==> src/rtl/map_bus_arbiter_pkg.sv <==
// Shared constants for the map-port arbiter: FSM state encoding, requester ids
// and the saturating wait-counter helper.
package map_bus_arbiter_pkg;

    localparam int WAIT_W = 4;

    // FSM encoding kept as plain constants so legacy code can compare raw bits.
    localparam logic [1:0] ST_IDLE  = 2'b00;
    localparam logic [1:0] ST_ISSUE = 2'b01;
    localparam logic [1:0] ST_ACK   = 2'b10;

    // Requester ids, also used as the grant-select / last-grant encoding.
    localparam logic REQ_CORE = 1'b0;
    localparam logic REQ_DBG  = 1'b1;

    // Increment that sticks at the limit instead of wrapping.
    function automatic logic [WAIT_W-1:0] sat_inc(input logic [WAIT_W-1:0] cnt,
                                                  input logic [WAIT_W-1:0] lim);
        return (cnt >= lim) ? lim : cnt + WAIT_W'(1);
    endfunction

endpackage

==> src/rtl/map_arb_pick.sv <==
// Combinational winner selection for the map-port arbiter. Only meaningful
// while the arbiter is idle; the top decides when to act on the result.
module map_arb_pick
    import map_bus_arbiter_pkg::*;
#(
    parameter int DBG_PRIO = 1,
    parameter int MAX_WAIT = 7
)(
    input  logic              i_coreReq,
    input  logic              i_dbgReq,
    input  logic              i_lastGnt,
    input  logic [WAIT_W-1:0] i_waitCnt,
    output logic              o_gntValid,
    output logic              o_gntSel
);

    localparam logic [WAIT_W-1:0] MAX_WAIT_C = WAIT_W'(MAX_WAIT);

    // Pick the winner: a lone requester always wins, contention uses priority or round-robin.
    always_comb begin
        // NOTE: every output gets a default first so no path leaves it unassigned (no latch).
        o_gntValid = i_coreReq | i_dbgReq;
        o_gntSel   = REQ_CORE;
        if (i_coreReq && i_dbgReq) begin
            if (DBG_PRIO != 0) begin
                // Debug is favoured until the core has waited long enough.
                o_gntSel = (i_waitCnt == MAX_WAIT_C) ? REQ_CORE : REQ_DBG;
            end else begin
                o_gntSel = (i_lastGnt == REQ_CORE) ? REQ_DBG : REQ_CORE;
            end
        end else if (i_dbgReq) begin
            o_gntSel = REQ_DBG;
        end
    end

endmodule

==> src/rtl/map_bus_arbiter.sv <==
// Two-requester arbiter for the memory-mapped satellite register port.
// Each access runs IDLE -> ISSUE (one map-port cycle) -> ACK (one-cycle ack).
module map_bus_arbiter
    import map_bus_arbiter_pkg::*;
#(
    parameter int ADDR_W   = 4,
    parameter int DATA_W   = 16,
    parameter int DBG_PRIO = 1,
    parameter int MAX_WAIT = 7
)(
    input  logic              i_clk,
    input  logic              i_rstn,
    input  logic              i_coreReq,
    input  logic [ADDR_W-1:0] i_coreAddr,
    input  logic [DATA_W-1:0] i_coreData,
    input  logic              i_coreWr,
    output logic              o_coreAck,
    output logic [DATA_W-1:0] o_coreData,
    input  logic              i_dbgReq,
    input  logic [ADDR_W-1:0] i_dbgAddr,
    input  logic [DATA_W-1:0] i_dbgData,
    input  logic              i_dbgWr,
    output logic              o_dbgAck,
    output logic [DATA_W-1:0] o_dbgData,
    output logic [ADDR_W-1:0] o_memAddr,
    output logic [DATA_W-1:0] o_memDataIn,
    output logic              o_memWrEn,
    input  logic [DATA_W-1:0] i_memDataOut,
    output logic              o_busy
);

    logic [1:0]        r_state;
    logic              r_sel;
    logic              r_lastGnt;
    logic              r_wr;
    logic [WAIT_W-1:0] r_waitCnt;
    logic [ADDR_W-1:0] r_addr;
    logic [DATA_W-1:0] r_data;
    logic [DATA_W-1:0] r_coreData;
    logic [DATA_W-1:0] r_dbgData;

    logic              w_gntValid;
    logic              w_gntSel;
    logic [ADDR_W-1:0] w_reqAddr;
    logic [DATA_W-1:0] w_reqData;
    logic              w_reqWr;

    map_arb_pick #(
        .DBG_PRIO (DBG_PRIO),
        .MAX_WAIT (MAX_WAIT)
    ) u_pick (
        .i_coreReq  (i_coreReq),
        .i_dbgReq   (i_dbgReq),
        .i_lastGnt  (r_lastGnt),
        .i_waitCnt  (r_waitCnt),
        .o_gntValid (w_gntValid),
        .o_gntSel   (w_gntSel)
    );

    // Request fields of whichever requester is winning this cycle.
    assign w_reqAddr = (w_gntSel == REQ_DBG) ? i_dbgAddr : i_coreAddr;
    assign w_reqData = (w_gntSel == REQ_DBG) ? i_dbgData : i_coreData;
    assign w_reqWr   = (w_gntSel == REQ_DBG) ? i_dbgWr   : i_coreWr;

    // Access sequencer: latch the winner in IDLE, run the map access, return data in ACK.
    always_ff @(posedge i_clk or negedge i_rstn) begin
        if (!i_rstn) begin
            r_state    <= ST_IDLE;
            r_sel      <= REQ_CORE;
            r_lastGnt  <= REQ_CORE;
            r_wr       <= 1'b0;
            r_addr     <= '0;
            r_data     <= '0;
            r_coreData <= '0;
            r_dbgData  <= '0;
        end else begin
            // NOTE: state registers use non-blocking assignments so every flop samples pre-edge values.
            case (r_state)
                ST_IDLE: begin
                    if (w_gntValid) begin
                        r_sel     <= w_gntSel;
                        r_lastGnt <= w_gntSel;
                        r_addr    <= w_reqAddr;
                        r_data    <= w_reqData;
                        r_wr      <= w_reqWr;
                        r_state   <= ST_ISSUE;
                    end
                end
                ST_ISSUE: begin
                    // Read data is captured for writes too; it lands only in the owner's register.
                    if (r_sel == REQ_CORE) begin
                        r_coreData <= i_memDataOut;
                    end else begin
                        r_dbgData <= i_memDataOut;
                    end
                    r_state <= ST_ACK;
                end
                ST_ACK:  r_state <= ST_IDLE;
                default: r_state <= ST_IDLE;
            endcase
        end
    end

    // Starvation guard: count debug grants that overtook a waiting core request.
    always_ff @(posedge i_clk or negedge i_rstn) begin
        if (!i_rstn) begin
            r_waitCnt <= '0;
        end else if (r_state == ST_IDLE) begin
            if (!i_coreReq || (w_gntSel == REQ_CORE)) begin
                r_waitCnt <= '0;
            end else begin
                r_waitCnt <= sat_inc(r_waitCnt, WAIT_W'(MAX_WAIT));
            end
        end
    end

    // NOTE: the strobe is decoded from the state flop, so an async reset drops it immediately.
    assign o_memWrEn   = (r_state == ST_ISSUE) && r_wr;
    assign o_memAddr   = r_addr;
    assign o_memDataIn = r_data;
    assign o_coreAck   = (r_state == ST_ACK) && (r_sel == REQ_CORE);
    assign o_dbgAck    = (r_state == ST_ACK) && (r_sel == REQ_DBG);
    assign o_coreData  = r_coreData;
    assign o_dbgData   = r_dbgData;
    assign o_busy      = (r_state != ST_IDLE);

endmodule
==> config.mk <==
export PLATFORM = sky130hd
export DESIGN_NAME = map_bus_arbiter
export DESIGN_NICKNAME = d
export VERILOG_FILES = /design/src/rtl/map_bus_arbiter_pkg.sv /design/src/rtl/map_arb_pick.sv /design/src/rtl/map_bus_arbiter.sv
export SDC_FILE = /design/constraint.sdc
export NUM_CORES = 1
export LEC_CHECK = 0
export ABC_AREA = 1
export CORE_ASPECT_RATIO = 1.5
export CORE_MARGIN = 3
export CORE_UTILIZATION = 30
export DETAILED_ROUTE_END_ITERATION = 8
export GPL_TIMING_DRIVEN = 1
export MAX_ROUTING_LAYER = met4
export PLACE_DENSITY = 0.65
export SYNTH_ARGS = -nofsm -noshare
export SYNTH_HDL_FRONTEND = slang
export SYNTH_SLANG_ARGS = --single-unit
==> constraint.sdc <==
create_clock -name i_clk -period 3.5 [get_ports i_clk]
set_input_delay 0.35 -clock i_clk [delete_from_list [all_inputs] [get_ports i_clk]]
set_output_delay 0.35 -clock i_clk [all_outputs]
set_load 0.01 [all_outputs]
==> results of run 1 <==
[synth_stat cells]
cell / n
nand2_1: 83
inv_1: 64
dfrtp_1: 60
o21ai_2: 32
nand3_1: 26
nand2_2: 21
nand3_2: 19
buf_6: 8
buf_2: 4
nand2_4: 4
nor2_1: 4
o21ai_0: 4
nor2_4: 3
buf_12: 2
inv_2: 2
nor3_1: 2
a21oi_1: 1
and3_2: 1
buf_4: 1
buf_8: 1
ha_1: 1
inv_4: 1
o21ai_4: 1
[state kept, by name, summed over array words and instances (netlist names)]
name and flops:
r_wr 1, r_waitCnt 4, o_memDataIn 16, o_dbgData 16, r_state 2, r_sel 1
o_memAddr 4, o_coreData 16
[where the power goes]
group	internal (uW)	total (uW)	switching [uW]
Clock	626	920	293
Combinational	896	1750	858
Sequential	1030	1250	223
Total	2550	3930	1370
[metal layers]
metal | global-route usage, % | vias to the layer above | part of all wire (%)
li1 | - | 1283 | -
met3 | 2.51 | 19 | 4.8
met2 | 23.9 | 97 | 53
met5 | - | - | 0
met4 | 7.04 | 0 | 2.6
met1 | 15.6 | 1208 | 40
[cells by family after synthesis]
group	share of synthesized area [%]
AO/OA/AOI/OAI	10.3
adder cells (fa/ha/maj)	0.399
buffers and inverters	13.6
AND/OR/NAND/NOR	27.9
flip-flops	47.9
[cell type report]
cell class / instances / share of cell area (%)
Sequential cell: 60 / 32.3
Multi-Input combinational cell: 202 / 26.0
Timing Repair Buffer: 119 / 25.4
Clock buffer: 13 / 6.03
Inverter: 67 / 5.47
Tap cell: 141 / 3.80
Clock inverter: 3 / 0.916
[path summary, 6_finish.rpt]
check / end / slack [ns]
setup / recovery: o_dbgAck / 1.47
hold / removal: o_coreData[3] / 0.09
setup reg to reg: o_memDataIn[12] / 1.78
hold reg to reg: o_dbgData[6] / 0.48
max in group asynchronous: o_memDataIn[12] / 2.56
min in group i_clk: o_dbgData[6] / 0.48
[through the flow]
step / cells / total power (uW) / util [%] / instance area, um^2 / hold slack [ns]
6_report: 605 / 3930 / 45.6 / 4640 / 0.0850
3_5_place_dp: 589 / 3040 / 42.4 / 4320 / 0.436
4_1_cts: 605 / 3990 / 45.6 / 4640 / 0.0976
3_3_place_gp: 589 / 3000 / 42.4 / 4320 / 0.437
2_1_floorplan: 345 / 2260 / - / 3140 / 0.0544
5_1_grt: 605 / 4210 / 45.6 / 4640 / 0.142
==> results.yml, run 1 <==
timing:
  maxSlewViolCount: 0
  period_minus_slack_ns: 2.03
  max_freq_mhz: 493
  finalClockSkew_ns: 0.00684
  slew_headroom_pct: 52.6
  setup-violations-final: 0
  rsz0062_at_grt: "false"
  fin_crit_sh_pct: 57.9
  hold_violations: 0
  tns_ns: 0
  fin_ws_ns: 1.47
  max_slew.worst_pin.slew_ns: 0.711
cts:
  cts_hold_buf: 0
  cts_setup_buffers: 0
  clock_sinks: 60
  cts_tree: "built"
  path_clk_slew_ns: 0.05
  clock_insertion_delay_worst_skew_ns: 0.32
  root_buffer: "clkbuf_16"
  h-tree-depth: 3
  clockBufferDepth: 2
  ctsResizeCount: 0
  cts_buffers: 9
global_route:
  antenna_found_initial: 0
  grt_pass1_wl_um: 12900
  grt_pass1_vias: 2785
  grt_usage_pct: 14.2
  gr-total-overflow: 0
  grt_max_degree: 33
detailed_routing:
  routedWlPerCell_um: 12.5
  routed_wl_um: 7560
  drtIter0Drc: 95
  route.detailed.drc: 0
  vias: 2607
  vias_per_cell: 4.31
  first_pass_iters: 6
  ant_nets: 0
yosys:
  yosys_warnings: 0
  synth_area_leader_cell: "dfrtp_1"
  syn_nets: 408
  netlist_instances: 345
  synth_area_leaders: "dfrtp_1 48%, nand2_1 9.9%, o21ai_2 8.9%"
  ys_types: 23
  synth_seq_cells: 60
  synth.top_cell.area_share_pct: 47.9
  syn_area_mm2: 0.00314
  synth_seq_area_share_pct: 47.9
  avgSynthCellArea_um2: 9.09
placement:
  portBuffers: 117
  gp_congestion: 0.756
  preCtsSetupSlack_ns: 1.32
  dp_hpwl_um: 5590
critical_path:
  reg2reg_from: "r_waitCnt[0]"
  crit_chain: "inv_1, nor3_1, clkdlybuf4s50_1"
  max_stage_delay_ns: 0.60
  path_class: "reg -> out"
  crit_arrival_ns: 1.68
  critPathBufInv: 2
  end_kind: "output pin"
  cpMaxStageDelayCell: "clkdlybuf4s50_1"
  worst_r2r_path_depth: 8
  crit_family: "buffers and inverters"
  crit_path_start_kind: "flip-flop"
  crit_cells: 3
  cp-startpoint: "r_state[1]"
  cp_max_fo: 3
  critPathRequiredTime_ns: 3.15
finish:
  drive_above_1_share_pct: 22.2
  fin_nets: 522
  multiInputGateArea_mm2: 0.00121
  regArea_mm2: 0.00150
  layout_common_cells: "116 x clkdlybuf4s50_1, 83 x nand2_1, 64 x inv_1"
  diodes: 0
  layout_commonest_cell: "clkdlybuf4s50_1"
  nFillCells: 1018
  syn_to_final_growth_pct: 48.1
floorplan:
  core_area_mm2: 0.0102
  fp.dieW_um: 89.5
  dieArea_mm2: 0.0117
  rows: 45
  initial_core_util_pct: 30.8
  die_y_um: 131
  boundaryPins: 118
power:
  vdd_drop_max_uv: 294
  power.density_mw_per_mm2: 846
  power_leakage_uw: 0.00229
flow_run:
  maxCapViolCount: 0
worst_hold_path:
  hp-class: "in -> async"
status:
  outcome: "finished clean"
Power figures use the tool's default switching activity.
==> run 2, diff against run 1 <==
--- a/config.mk
+++ b/config.mk
@@ -12,7 +12,7 @@
 export DETAILED_ROUTE_END_ITERATION = 8
 export GPL_TIMING_DRIVEN = 1
 export MAX_ROUTING_LAYER = met4
-export PLACE_DENSITY = 0.65
+export PLACE_DENSITY = 0.67
 export SYNTH_ARGS = -nofsm -noshare
 export SYNTH_HDL_FRONTEND = slang
 export SYNTH_SLANG_ARGS = --single-unit
==> constraint.sdc (replaced) <==
create_clock -name i_clk -period 1.6 [get_ports i_clk]
set_input_delay 0.16 -clock i_clk [delete_from_list [all_inputs] [get_ports i_clk]]
set_output_delay 0.16 -clock i_clk [all_outputs]
set_load 0.01 [all_outputs]
==> run 2 against run 1 <==
Effect of this change: sequential cell count unchanged; utilization grew 0.65 points; sequential power grew 120%; critical path depth is the same; worst setup slack worse by 1.4 ns; final area up 1.4%; final cell count grew 1.3%; clock-buffer cell count shrank 2; clock skew decreased by 0.00072 ns; via count shrank 1.5%; sequential share of layout area fell by 0.40 points; register-to-register slack got worse by 1.6 ns.
==> results.yml, run 2 (synthesized netlist as in run 1, its figures left out) <==
global_route:
  grt_max_degree: 61
  grt_pass1_wl_um: 12400
  grt_usage_pct: 14.0
  antenna_found_initial: 0
  gr-total-overflow: 0
  grt_pass1_vias: 2684
floorplan:
  core_area_mm2: 0.0102
  boundaryPins: 118
  rows: 45
  die_y_um: 131
  fp.dieW_um: 89.5
  initial_core_util_pct: 30.8
  dieArea_mm2: 0.0117
flow_run:
  maxCapViolCount: 0
detailed_routing:
  drtIter0Drc: 95
  route.detailed.drc: 0
  routed_wl_um: 7400
  first_pass_iters: 6
  vias: 2569
  ant_nets: 0
  routedWlPerCell_um: 12.1
  vias_per_cell: 4.19
finish:
  diodes: 0
  nFillCells: 1010
  drive_above_1_share_pct: 23.7
  layout_common_cells: "112 x clkdlybuf4s50_1, 83 x nand2_1, 64 x inv_1"
  syn_to_final_growth_pct: 50.2
  fin_nets: 530
  layout_commonest_cell: "clkdlybuf4s50_1"
placement:
  gp_congestion: 0.807
  dp_hpwl_um: 5460
  preCtsSetupSlack_ns: 0.00436
  portBuffers: 117
cts:
  cts_setup_buffers: 0
  clock_sinks: 60
  clock_insertion_delay_worst_skew_ns: 0.32
  clockBufferDepth: 2
  h-tree-depth: 3
  cts_buffers: 9
  root_buffer: "clkbuf_16"
  path_clk_slew_ns: 0.05
  cts_tree: "built"
critical_path:
  cp_max_fo: 3
  path_class: "reg -> out"
  crit_path_start_kind: "flip-flop"
  critPathRequiredTime_ns: 1.44
  end_kind: "output pin"
  crit_arrival_ns: 1.34
status:
  outcome: "finished clean"
timing:
  whs_ns: 0.364
  setup-violations-final: 0
  hold_violations: 0
  fin_crit_sh_pct: 94.0
  fin_ws_ns: 0.0953
  period_minus_slack_ns: 1.50
  slew_headroom_pct: 67.6
  max_slew.worst_pin.slew_ns: 0.485
  max_freq_mhz: 665
  maxSlewViolCount: 0
  rsz0062_at_grt: "false"
  finalClockSkew_ns: 0.00612
  tns_ns: 0
power:
  vdd_drop_max_uv: 571
  power_leakage_uw: 0.00233
  power.density_mw_per_mm2: 1800
worst_hold_path:
  hp-class: "in -> async"
[run 2: changes by cell type in the layout (fill, tap and decap cells not counted), sizes merged]
cell | before | now
buf | 3 | 10
clkbuf | 13 | 11
clkdlybuf4s50 | 116 | 112
clkinv | 1 | 3
dlygate4sd2 | 0 | 4
dlygate4sd3 | 0 | 1
[run 2: path summary, 6_finish.rpt]
path / cells past startpoint / end / slack, ns / startpoint
worst max-delay path: 3 / o_memWrEn / 0.1 / r_state[1]
worst min-delay path: 3 / o_coreData[3] / 0.36 / i_rstn
worst max register to register: 8 / o_memAddr[3] / 0.14 / r_waitCnt[0]
worst min register to register: 2 / r_wr / 0.47 / r_wr
max in group asynchronous: 3 / r_state[1] / 0.93 / i_rstn
min in group i_clk: 3 / o_coreData[12] / 0.44 / i_memDataOut[12]
[run 2: power breakdown]
group / internal, uW / total [uW] / switching, uW
sequential: 2260 / 2750 / 484
clock: 1190 / 1820 / 627
combinational: 2010 / 3910 / 1900
total: 5470 / 8470 / 3010
[run 2: final cells by class]
type / instances / area [um^2] / area share [%]
Sequential cell: 60 / 1500 / 31.9
Timing Repair Buffer: 127 / 1260 / 26.8
Multi-Input combinational cell: 202 / 1230 / 26.1
Inverter: 67 / 254 / 5.39
Clock buffer: 11 / 233 / 4.94
Tap cell: 141 / 176 / 3.75
Clock inverter: 5 / 52.6 / 1.12
[run 2: per-stage QoR]
| step | cell area [um^2] | instances | power, uW | utilization [%] |
|---|---|---|---|---|
| after floorplan | 3140 | 345 | 4940 | - |
| after global placement | 4390 | 596 | 6660 | 43.0 |
| after detailed placement | 4390 | 596 | 6750 | 43.0 |
| after CTS | 4690 | 613 | 8620 | 46.0 |
| after global routing | 4710 | 613 | 9120 | 46.2 |
| final | 4710 | 613 | 8470 | 46.2 |
[run 2: critical path, cell delays in order (launching register included)]
cell	delay, ns
dfrtp_2	0.44
inv_1	0.12
and3_2	0.20
dlygate4sd2_1	0.27
[run 2: repair_timing]
| item | CTS | global route |
|---|---|---|
| pin swaps | 0 | 0 |
| endpoints found under the setup margin | 4 | 16 |
| gates resized for setup | 8 | 4 |
| hold buffers | 1 | 0 |
| hold endpoints to repair | 60 | 0 |
[run 2: routing by layer]
| layer | vias up | routed length [um] | GRT usage, % |
|---|---|---|---|
| met5 | - | 0 | - |
| met4 | 0 | 106 | 5.46 |
| met3 | 8 | 384 | 3.58 |
| met2 | 90 | 3970 | 23.4 |
| met1 | 1177 | 2940 | 15.6 |
| li1 | 1294 | - | - |
==> run 3, diff against run 2 <==
--- a/config.mk
+++ b/config.mk
@@ -11,6 +11,7 @@
 export CORE_UTILIZATION = 30
 export DETAILED_ROUTE_END_ITERATION = 8
 export GPL_TIMING_DRIVEN = 1
+export HOLD_SLACK_MARGIN = 0.15
 export MAX_ROUTING_LAYER = met4
 export PLACE_DENSITY = 0.67
 export SYNTH_ARGS = -nofsm -noshare
==> results of run 3 <==
The final DEF is identical to that of run 2; final timing and power are the same.
